$ cat config.mk
export PLATFORM = sky130hd
export DESIGN_NAME = serial_parity_rx
export DESIGN_NICKNAME = d
export VERILOG_FILES = /design/src/rtl/serial_parity_rx.sv
export SDC_FILE = /design/constraint.sdc
export NUM_CORES = 1
export LEC_CHECK = 0
export CORE_UTILIZATION = 45
export DETAILED_ROUTE_END_ITERATION = 8
export GPL_ROUTABILITY_DRIVEN = 0
export PLACE_DENSITY = 0.68
export SETUP_SLACK_MARGIN = 0.15
export SYNTH_ARGS = -nofsm -noshare
export SYNTH_HDL_FRONTEND = slang
export SYNTH_SLANG_ARGS = --single-unit
$ cat constraint.sdc
create_clock -name clk -period 2.14 [get_ports clk]
set_input_delay 0.642 -clock clk [delete_from_list [all_inputs] [get_ports clk]]
set_output_delay 0.642 -clock clk [all_outputs]
set_load 0.01 [all_outputs]
$ cat src/rtl/serial_parity_rx.sv
`default_nettype none
// ============================================================================
// Module   : serial_parity_rx
// Brief    : XOR-parity serial frame receiver with a one-entry valid/ready
//            output register. Optional parity error counter enabled by
//            defining SERIAL_PARITY_RX_ERRCNT_EN.
// Revision : 1.0 - initial release
// ============================================================================
module serial_parity_rx #(
    parameter int DATA_W       = 8,
    parameter int CLKS_PER_BIT = 16,
    parameter int PARITY_ODD   = 0
) (
    input  logic              clk,
    input  logic              rst_n,
    input  logic              rx,
    output logic [DATA_W-1:0] data_out,
    output logic              valid,
    input  logic              ready,
    output logic              parity_err,
    output logic              frame_err,
    output logic              overrun,
    output logic [7:0]        err_count
);

    localparam int CNT_W = $clog2(CLKS_PER_BIT);
    localparam int IDX_W = (DATA_W > 1) ? $clog2(DATA_W) : 1;
    localparam logic [CNT_W-1:0] C_CNT_FULL = CNT_W'(CLKS_PER_BIT - 1);
    localparam logic [CNT_W-1:0] C_CNT_HALF = CNT_W'(CLKS_PER_BIT / 2 - 1);
    localparam logic [IDX_W-1:0] C_IDX_LAST = IDX_W'(DATA_W - 1);
    localparam logic             C_PAR_INV  = (PARITY_ODD != 0);

    typedef enum logic [2:0] {
        S_IDLE   = 3'd0,
        S_START  = 3'd1,
        S_DATA   = 3'd2,
        S_PARITY = 3'd3,
        S_STOP   = 3'd4
    } state_t;

    state_t            r_state;
    logic              r_rx_meta;
    logic              r_rx_s;
    logic [CNT_W-1:0]  r_cnt;
    logic [IDX_W-1:0]  r_idx;
    logic [DATA_W-1:0] r_shift;
    logic              r_par_pend;
    logic              r_frm_pend;
    logic              r_done;
    logic [DATA_W-1:0] r_data;
    logic              r_valid;
    logic              r_par_err;
    logic              r_frm_err;
    logic              r_overrun;

    // LSB-first shift: new bit enters at the top, works for DATA_W == 1 too
    logic [DATA_W:0]   w_shift_ext;
    logic [DATA_W-1:0] w_shift_next;
    assign w_shift_ext  = {r_rx_s, r_shift};
    assign w_shift_next = w_shift_ext[DATA_W:1];

    always_ff @(posedge clk or negedge rst_n) begin
        if (!rst_n) begin
            r_rx_meta  <= 1'b1;
            r_rx_s     <= 1'b1;
            r_state    <= S_IDLE;
            r_cnt      <= '0;
            r_idx      <= '0;
            r_shift    <= '0;
            r_par_pend <= 1'b0;
            r_frm_pend <= 1'b0;
            r_done     <= 1'b0;
            r_data     <= '0;
            r_valid    <= 1'b0;
            r_par_err  <= 1'b0;
            r_frm_err  <= 1'b0;
            r_overrun  <= 1'b0;
        end else begin
            r_rx_meta <= rx;
            r_rx_s    <= r_rx_meta;
            r_done    <= 1'b0;

            case (r_state)
                S_IDLE: begin
                    r_cnt <= '0;
                    if (!r_rx_s) r_state <= S_START;
                end
                S_START: begin
                    if (r_cnt == C_CNT_HALF) begin
                        r_cnt   <= '0;
                        r_idx   <= '0;
                        r_state <= r_rx_s ? S_IDLE : S_DATA;
                    end else begin
                        r_cnt <= r_cnt + CNT_W'(1);
                    end
                end
                S_DATA: begin
                    if (r_cnt == C_CNT_FULL) begin
                        r_cnt   <= '0;
                        r_shift <= w_shift_next;
                        r_idx   <= r_idx + IDX_W'(1);
                        if (r_idx == C_IDX_LAST) r_state <= S_PARITY;
                    end else begin
                        r_cnt <= r_cnt + CNT_W'(1);
                    end
                end
                S_PARITY: begin
                    if (r_cnt == C_CNT_FULL) begin
                        r_cnt      <= '0;
                        r_par_pend <= r_rx_s ^ (^r_shift) ^ C_PAR_INV;
                        r_state    <= S_STOP;
                    end else begin
                        r_cnt <= r_cnt + CNT_W'(1);
                    end
                end
                S_STOP: begin
                    if (r_cnt == C_CNT_FULL) begin
                        r_cnt      <= '0;
                        r_frm_pend <= ~r_rx_s;
                        r_done     <= 1'b1;
                        r_state    <= S_IDLE;
                    end else begin
                        r_cnt <= r_cnt + CNT_W'(1);
                    end
                end
                default: r_state <= S_IDLE;
            endcase

            // Output register: a completing frame may load in the same cycle it drains
            if (r_done) begin
                if (!r_valid || ready) begin
                    r_data    <= r_shift;
                    r_par_err <= r_par_pend;
                    r_frm_err <= r_frm_pend;
                    r_valid   <= 1'b1;
                end else begin
                    r_overrun <= 1'b1;
                end
            end else if (r_valid && ready) begin
                r_valid <= 1'b0;
            end
        end
    end

    assign data_out   = r_data;
    assign valid      = r_valid;
    assign parity_err = r_par_err;
    assign frame_err  = r_frm_err;
    assign overrun    = r_overrun;

`ifdef SERIAL_PARITY_RX_ERRCNT_EN
    logic [7:0] r_err_cnt;

    // Counts dropped frames too, since the error is judged at completion
    always_ff @(posedge clk or negedge rst_n) begin
        if (!rst_n) begin
            r_err_cnt <= 8'd0;
        end else if (r_done && r_par_pend && (r_err_cnt != 8'hFF)) begin
            r_err_cnt <= r_err_cnt + 8'd1;
        end
    end

    assign err_count = r_err_cnt;
`else
    assign err_count = 8'd0;
`endif

endmodule
`default_nettype wire

==> out/qor.yml, run 1 <==
clock_network:
  cts_buffer_depth: 2
  cts.clk_slew.worst_paths_ps: 100
  post_cts_buffers: 0
  hold_buffers: 0
  cts_tree: "built"
  cts_buffers: 5
  clk_latency_ps: 330
  cts-root-buf: "clkbuf_4"
  cts_num_sinks: 35
  htreeDepth: 2
  cts_resized: 0
synth:
  synth_top_family_by_area: "multiplexers"
  synth_edf_count: 0
  ys_warn_count: 0
  synth_compound_gate_area_share_pct: 6.99
  synth_cells: 130
  ys_seq_area_share_pct: 55.1
  syn_area_per_cell_um2: 12.3
  synthSimpleGateAreaFrac_pct: 8.72
  async_flop_share_pct: 100
  synth-seq-cells: 35
  synth_xor_area_share_pct: 5.81
  synthMuxAreaShare_pct: 14.8
  synthFlopType: "dfrtp_1"
  synth_fa_ha_area_share_pct: 2.36
  synth_area_mm2: 0.00159
  yosys.cell_types.count: 33
finish:
  final_nets: 156
  diodes: 0
  final_cell_mix: "dfrtp_1, mux2_2, clkdlybuf4s50_1"
  drive_above_1_share_pct: 20.7
  syn_to_final_growth_pct: 15.2
  final_core_utilization_pct: 54.5
  postLayoutCellArea_mm2: 0.00183
  layout_commonest_cell: "dfrtp_1"
worst_setup_path:
  worstPathCellList: "clkdlybuf4s50_1"
  slowest_delay_ps: 540
  r2r-end: "r_state[0]"
  reg2reg_from: "r_cnt[0]"
  cp.arrival_ps: 1240
  crit_type: "reg2out"
  endpoint_kind: "primary output"
  crit_buf_inv: 1
  required_ps: 1500
  rrSetupSlack_ps: 420
  crit_fanout: 2
  crit_family: "buffers and inverters"
  cp-start-kind: "register"
  reg2regPathDepth: 5
  cp_slowest_cell: "clkdlybuf4s50_1"
routing:
  via_count: 979
  drtPass1Iterations: 4
  postRouteAntennaNets: 0
  drt-total-wl_um: 2510
  drt_iter0_markers: 7
  drt-vias-per-instance: 4.99
  wl_per_cell_um: 12.8
  route.detailed.drc: 0
sta:
  skew_ps: 4.30
  setup_violations: 0
  min_period_ps: 1880
  setup_tns_ps: 0
  drv_slew: 0
  fin_crit_sh_pct: 87.9
  fmax_mhz: 531
  rsz0062_at_grt: "false"
  finalHoldViolCount: 0
global_route:
  grt_max_degree: 36
  grt_pass1_wl_um: 4310
  grt_overflow: 0
  grt_pass1_vias: 921
  antenna_found_initial: 0
  grt_usage_pct: 16.3
die:
  die_y_um: 61.5
  die_area_mm2: 0.00378
  fp-row-count: 21
  ios: 24
  coreArea_mm2: 0.00336
  die_x_um: 61.5
  start_util_pct: 47.4
hold_path:
  holdPathStages: 0
  worstHoldEndpoint: "r_rx_s"
  holdCritStartpoint: "r_rx_meta"
  hp-class: "reg2reg"
power:
  max-vdd-ir-drop_uv: 376
  power_density_mw_per_mm2: 723
  leakagePower_nw: 0.905
status:
  outcome: "complete, no violations"
place:
  portBuffers: 15
  post_dp_cell_area_mm2: 0.00177
  hpwl_um: 1740
flow_run:
  max_cap_viol_count: 0
[final cells by class]
cell class | instances | area (um2)
fillers | 305 | 1530
flip-flops and latches | 35 | 878
multi-input cells | 86 | 646
repair buffers | 17 | 178
well taps | 46 | 57.6
clock buffers | 7 | 55.1
inverters | 4 | 15.0
clock inverters | 1 | 5.00
[through the flow]
stage	instances	hold WS, ps	total power, mW	setup slack, ps
after floorplan	137	345	0.930	602
after global routing	196	366	1.41	180
after global placement	188	348	0.958	233
final	196	363	1.33	258
after CTS	196	364	1.34	233
after detailed placement	188	349	0.968	197
[registers in the layout, indices dropped and copies added (netlist names)]
signal,flops
r_par_pend,1
valid,1
r_frm_pend,1
r_state,3
data_out,8
r_done,1
r_cnt,4
parity_err,1
r_rx_meta,1
r_idx,3
overrun,1
r_shift,8
frame_err,1
r_rx_s,1
[Yosys cell counts (all sizes together) (2+ instances only)]
master	instances	area share (%)
a21oi	2	0.63
a22o	2	1.1
and3	2	0.79
buf	11	4.7
dfrtp	33	52
dfstp	2	3.3
ha	3	2.4
inv	4	0.94
mux2	20	14
nand2	7	1.6
nand3	6	1.9
nor2	5	1.2
nor2b	2	0.79
nor3	2	0.63
o21ai	8	2.5
xnor2	5	2.7
xor2	3	1.6
[logic make-up after synthesis]
kind of cell	after synthesis
adder cells (fa/ha/maj)	3
other	1
AO/OA/AOI/OAI	17
multiplexers	21
XOR/XNOR	9
AND/OR/NAND/NOR	28
buffers and inverters	16
flip-flops	35
[power breakdown]
part	total [mW]	switching (mW)	leakage (nW)	internal, mW
sequential	0.766	0.0646	0.477	0.702
combinational	0.191	0.113	0.392	0.0778
clock	0.368	0.209	0.0353	0.159
total	1.33	0.387	0.905	0.939
[worst max path at each step]
stage                 from          end  slack, ps  cells past startpoint
4_1_cts        data_out[7]  data_out[7]        230                      1
3_3_place_gp         ready  data_out[0]        230                      5
2_1_floorplan     r_cnt[0]   r_state[0]        600                      5
3_5_place_dp         ready  data_out[2]        200                      5
6_report       data_out[7]  data_out[7]        260                      1
5_1_grt        data_out[7]  data_out[7]        180                      1
[layer usage]
metal,track usage (%),up-vias,share of wire (%)
li1,-,471,-
met1,20.1,487,45
met2,26.4,19,51
met3,6.51,2,3.6
met4,4.76,0,0.40
met5,0,-,0
No activity file was read; power rests on OpenSTA's default activity.
==> run 2, diff against run 1 <==
CORE_ASPECT_RATIO = 0.5   (was unset)
==> run 2 against run 1 <==
Combinational power is 2% higher. Final cell count is 1.0% higher. Clock-buffer cell count is 1 lower. Clock skew is 3.1 ps higher. Global-route usage is 0.63 points lower. Total power is 11% higher. First-iteration DRC count grew to 4.9 times the previous value. Flip-flop and latch count stayed put. Die area is 0.38% higher. Critical path type unchanged. Largest power group unchanged.
==> out/qor.yml, run 2 (synthesized netlist as in run 1, its figures left out) <==
clock_network:
  cts.clk_slew.worst_paths_ps: 80  # was 100 ps
  hold_buffers: 0  # unchanged
  cts_buffer_depth: 2  # unchanged
  cts_tree: "built"  # unchanged
  cts_buffers: 5  # unchanged
  clk_latency_ps: 290  # was 330 ps
  cts_num_sinks: 35  # unchanged
  htreeDepth: 2  # unchanged
  cts-root-buf: "clkbuf_8"  # was clkbuf_4
  post_cts_buffers: 0  # unchanged
  cts_resized: 0  # unchanged
finish:
  n_fill_cell: 266  # was 305
  layout_commonest_cell: "dfrtp_1"  # unchanged
  postLayoutCellArea_mm2: 0.00188  # was 0.00183 mm2
  seq_area_um2: 878  # unchanged
  multiInputGateArea_um2: 646  # unchanged
  final_cell_mix: "dfrtp_1, mux2_2, clkdlybuf4s50_1"  # unchanged
  final_nets: 156  # unchanged
  drive_above_1_share_pct: 21.3  # was 20.7%
  syn_to_final_growth_pct: 17.8  # was 15.2%
  diodes: 0  # unchanged
worst_setup_path:
  worstPathCellList: "clkdlybuf4s50_1"  # unchanged
  cp.arrival_ps: 1190  # was 1240 ps
  endpoint_kind: "primary output"  # unchanged
  r2r-end: "r_state[0]"  # unchanged
  crit_type: "reg2out"  # unchanged
  crit_family: "buffers and inverters"  # unchanged
  crit_fanout: 2  # unchanged
  cp_slowest_cell: "clkdlybuf4s50_1"  # unchanged
  reg2regPathDepth: 5  # unchanged
  crit_buf_inv: 1  # unchanged
  required_ps: 1500  # about the same
  rrSetupSlack_ps: 360  # was 420 ps
  cp-start-kind: "register"  # unchanged
  cp_num_cells: 1  # unchanged
  slowest_delay_ps: 540  # about the same
  crit_start: "data_out[1]"  # was data_out[7]
  endpoint: "data_out[1]"  # was data_out[7]
  reg2reg_from: "r_cnt[0]"  # unchanged
global_route:
  grt_pass1_vias: 918  # was 921
  grt_usage_pct: 15.6  # was 16.3%
  grt_pass1_wl_um: 4240  # was 4310 um
  grt_max_degree: 36  # unchanged
  grt_overflow: 0  # unchanged
  antenna_found_initial: 0  # unchanged
sta:
  fin_crit_sh_pct: 85.6  # was 87.9%
  setup_violations: 0  # unchanged
  fmax_mhz: 546  # was 531 MHz
  rsz0062_at_grt: "false"  # unchanged
  skew_ps: 7.38  # was 4.30 ps
  finalHoldViolCount: 0  # unchanged
  drv_slew: 0  # unchanged
  setup_tns_ps: 0  # unchanged
  min_period_ps: 1830  # was 1880 ps
routing:
  route.detailed.drc: 0  # unchanged
  drt_iter0_markers: 34  # was 7
  drt-vias-per-instance: 4.90  # was 4.99
  wl_per_cell_um: 12.3  # was 12.8 um
  drt-total-wl_um: 2440  # was 2510 um
  postRouteAntennaNets: 0  # unchanged
  drtPass1Iterations: 4  # unchanged
  via_count: 970  # was 979
die:
  die_y_um: 44.1  # was 61.5 um
  ios: 24  # unchanged
  fp-row-count: 14  # was 21
  start_util_pct: 50.0  # was 47.4%
  coreArea_mm2: 0.00319  # was 0.00336 mm2
  die_area_mm2: 0.00380  # was 0.00378 mm2
  die_x_um: 86.1  # was 61.5 um
hold_path:
  hp-class: "reg2reg"  # unchanged
  holdPathStages: 0  # unchanged
power:
  power_density_mw_per_mm2: 785  # was 723 mW/mm2
  leakagePower_nw: 0.917  # was 0.905 nW
  power_frac_clock_pct: 34.8  # was 27.8%
  seqPwrFrac_pct: 51.9  # was 57.8%
  power.internal_mw: 1.04  # was 939 uW
  p_sw_uw: 431  # was 387 uW
  netSwitchingFraction_pct: 29.2  # about the same
  max-vdd-ir-drop_uv: 455  # was 376 uV
  p_comb_share_pct: 13.2  # was 14.4%
place:
  portBuffers: 15  # unchanged
  post_dp_cell_area_mm2: 0.00178  # was 0.00177 mm2
  hpwl_um: 1640  # was 1740 um
status:
  outcome: "complete, no violations"  # unchanged
flow_run:
  max_cap_viol_count: 0  # unchanged
[run 2: how the worst min path moves through the flow]
stage	slack, ps	start	end
2_1_floorplan	350	rst_n	data_out[0]
3_3_place_gp	350	r_rx_meta	r_rx_s
3_5_place_dp	350	r_rx_meta	r_rx_s
4_1_cts	360	r_rx_meta	r_rx_s
5_1_grt	360	r_rx_meta	r_rx_s
6_report	360	r_rx_meta	r_rx_s
[run 2: area by class of cell]
class / instances / share of cell area, %
sequential: 35 / 46.8
multi-input combinational: 86 / 34.4
inverter: 4 / 0.801
tap: 48 / 3.20
clock inverter: 2 / 0.867
clock buffer: 6 / 4.40
timing repair buffer: 17 / 9.47
[run 2: metal layers]
metal / track usage [%] / vias up / wire length [um]
met5: 0 / - / 0
met4: 9.00 / 0 / 43
met3: 5.60 / 6 / 106
met2: 23.2 / 26 / 1090
met1: 20.3 / 469 / 1200
li1: - / 469 / -
[run 2: metrics by stage]
stage / util [%] / cells / hold WS (ps) / total power, mW / setup slack [ps]
after floorplan: - / 137 / 345 / 0.930 / 602
after global placement: 55.7 / 190 / 346 / 0.966 / 202
after detailed placement: 55.7 / 190 / 349 / 0.971 / 200
after CTS: 58.8 / 198 / 360 / 1.48 / 290
after global routing: 58.8 / 198 / 362 / 1.56 / 229
final: 58.8 / 198 / 360 / 1.47 / 309
[run 2: power by group through the flow]
stage	logic, mW	clock network [mW]	registers (mW)
finish	0.195	0.513	0.765
global route	0.223	0.559	0.774
CTS	0.195	0.524	0.764
detailed placement	0.194	0	0.777
global placement	0.190	0	0.776
floorplan	0.193	0	0.737
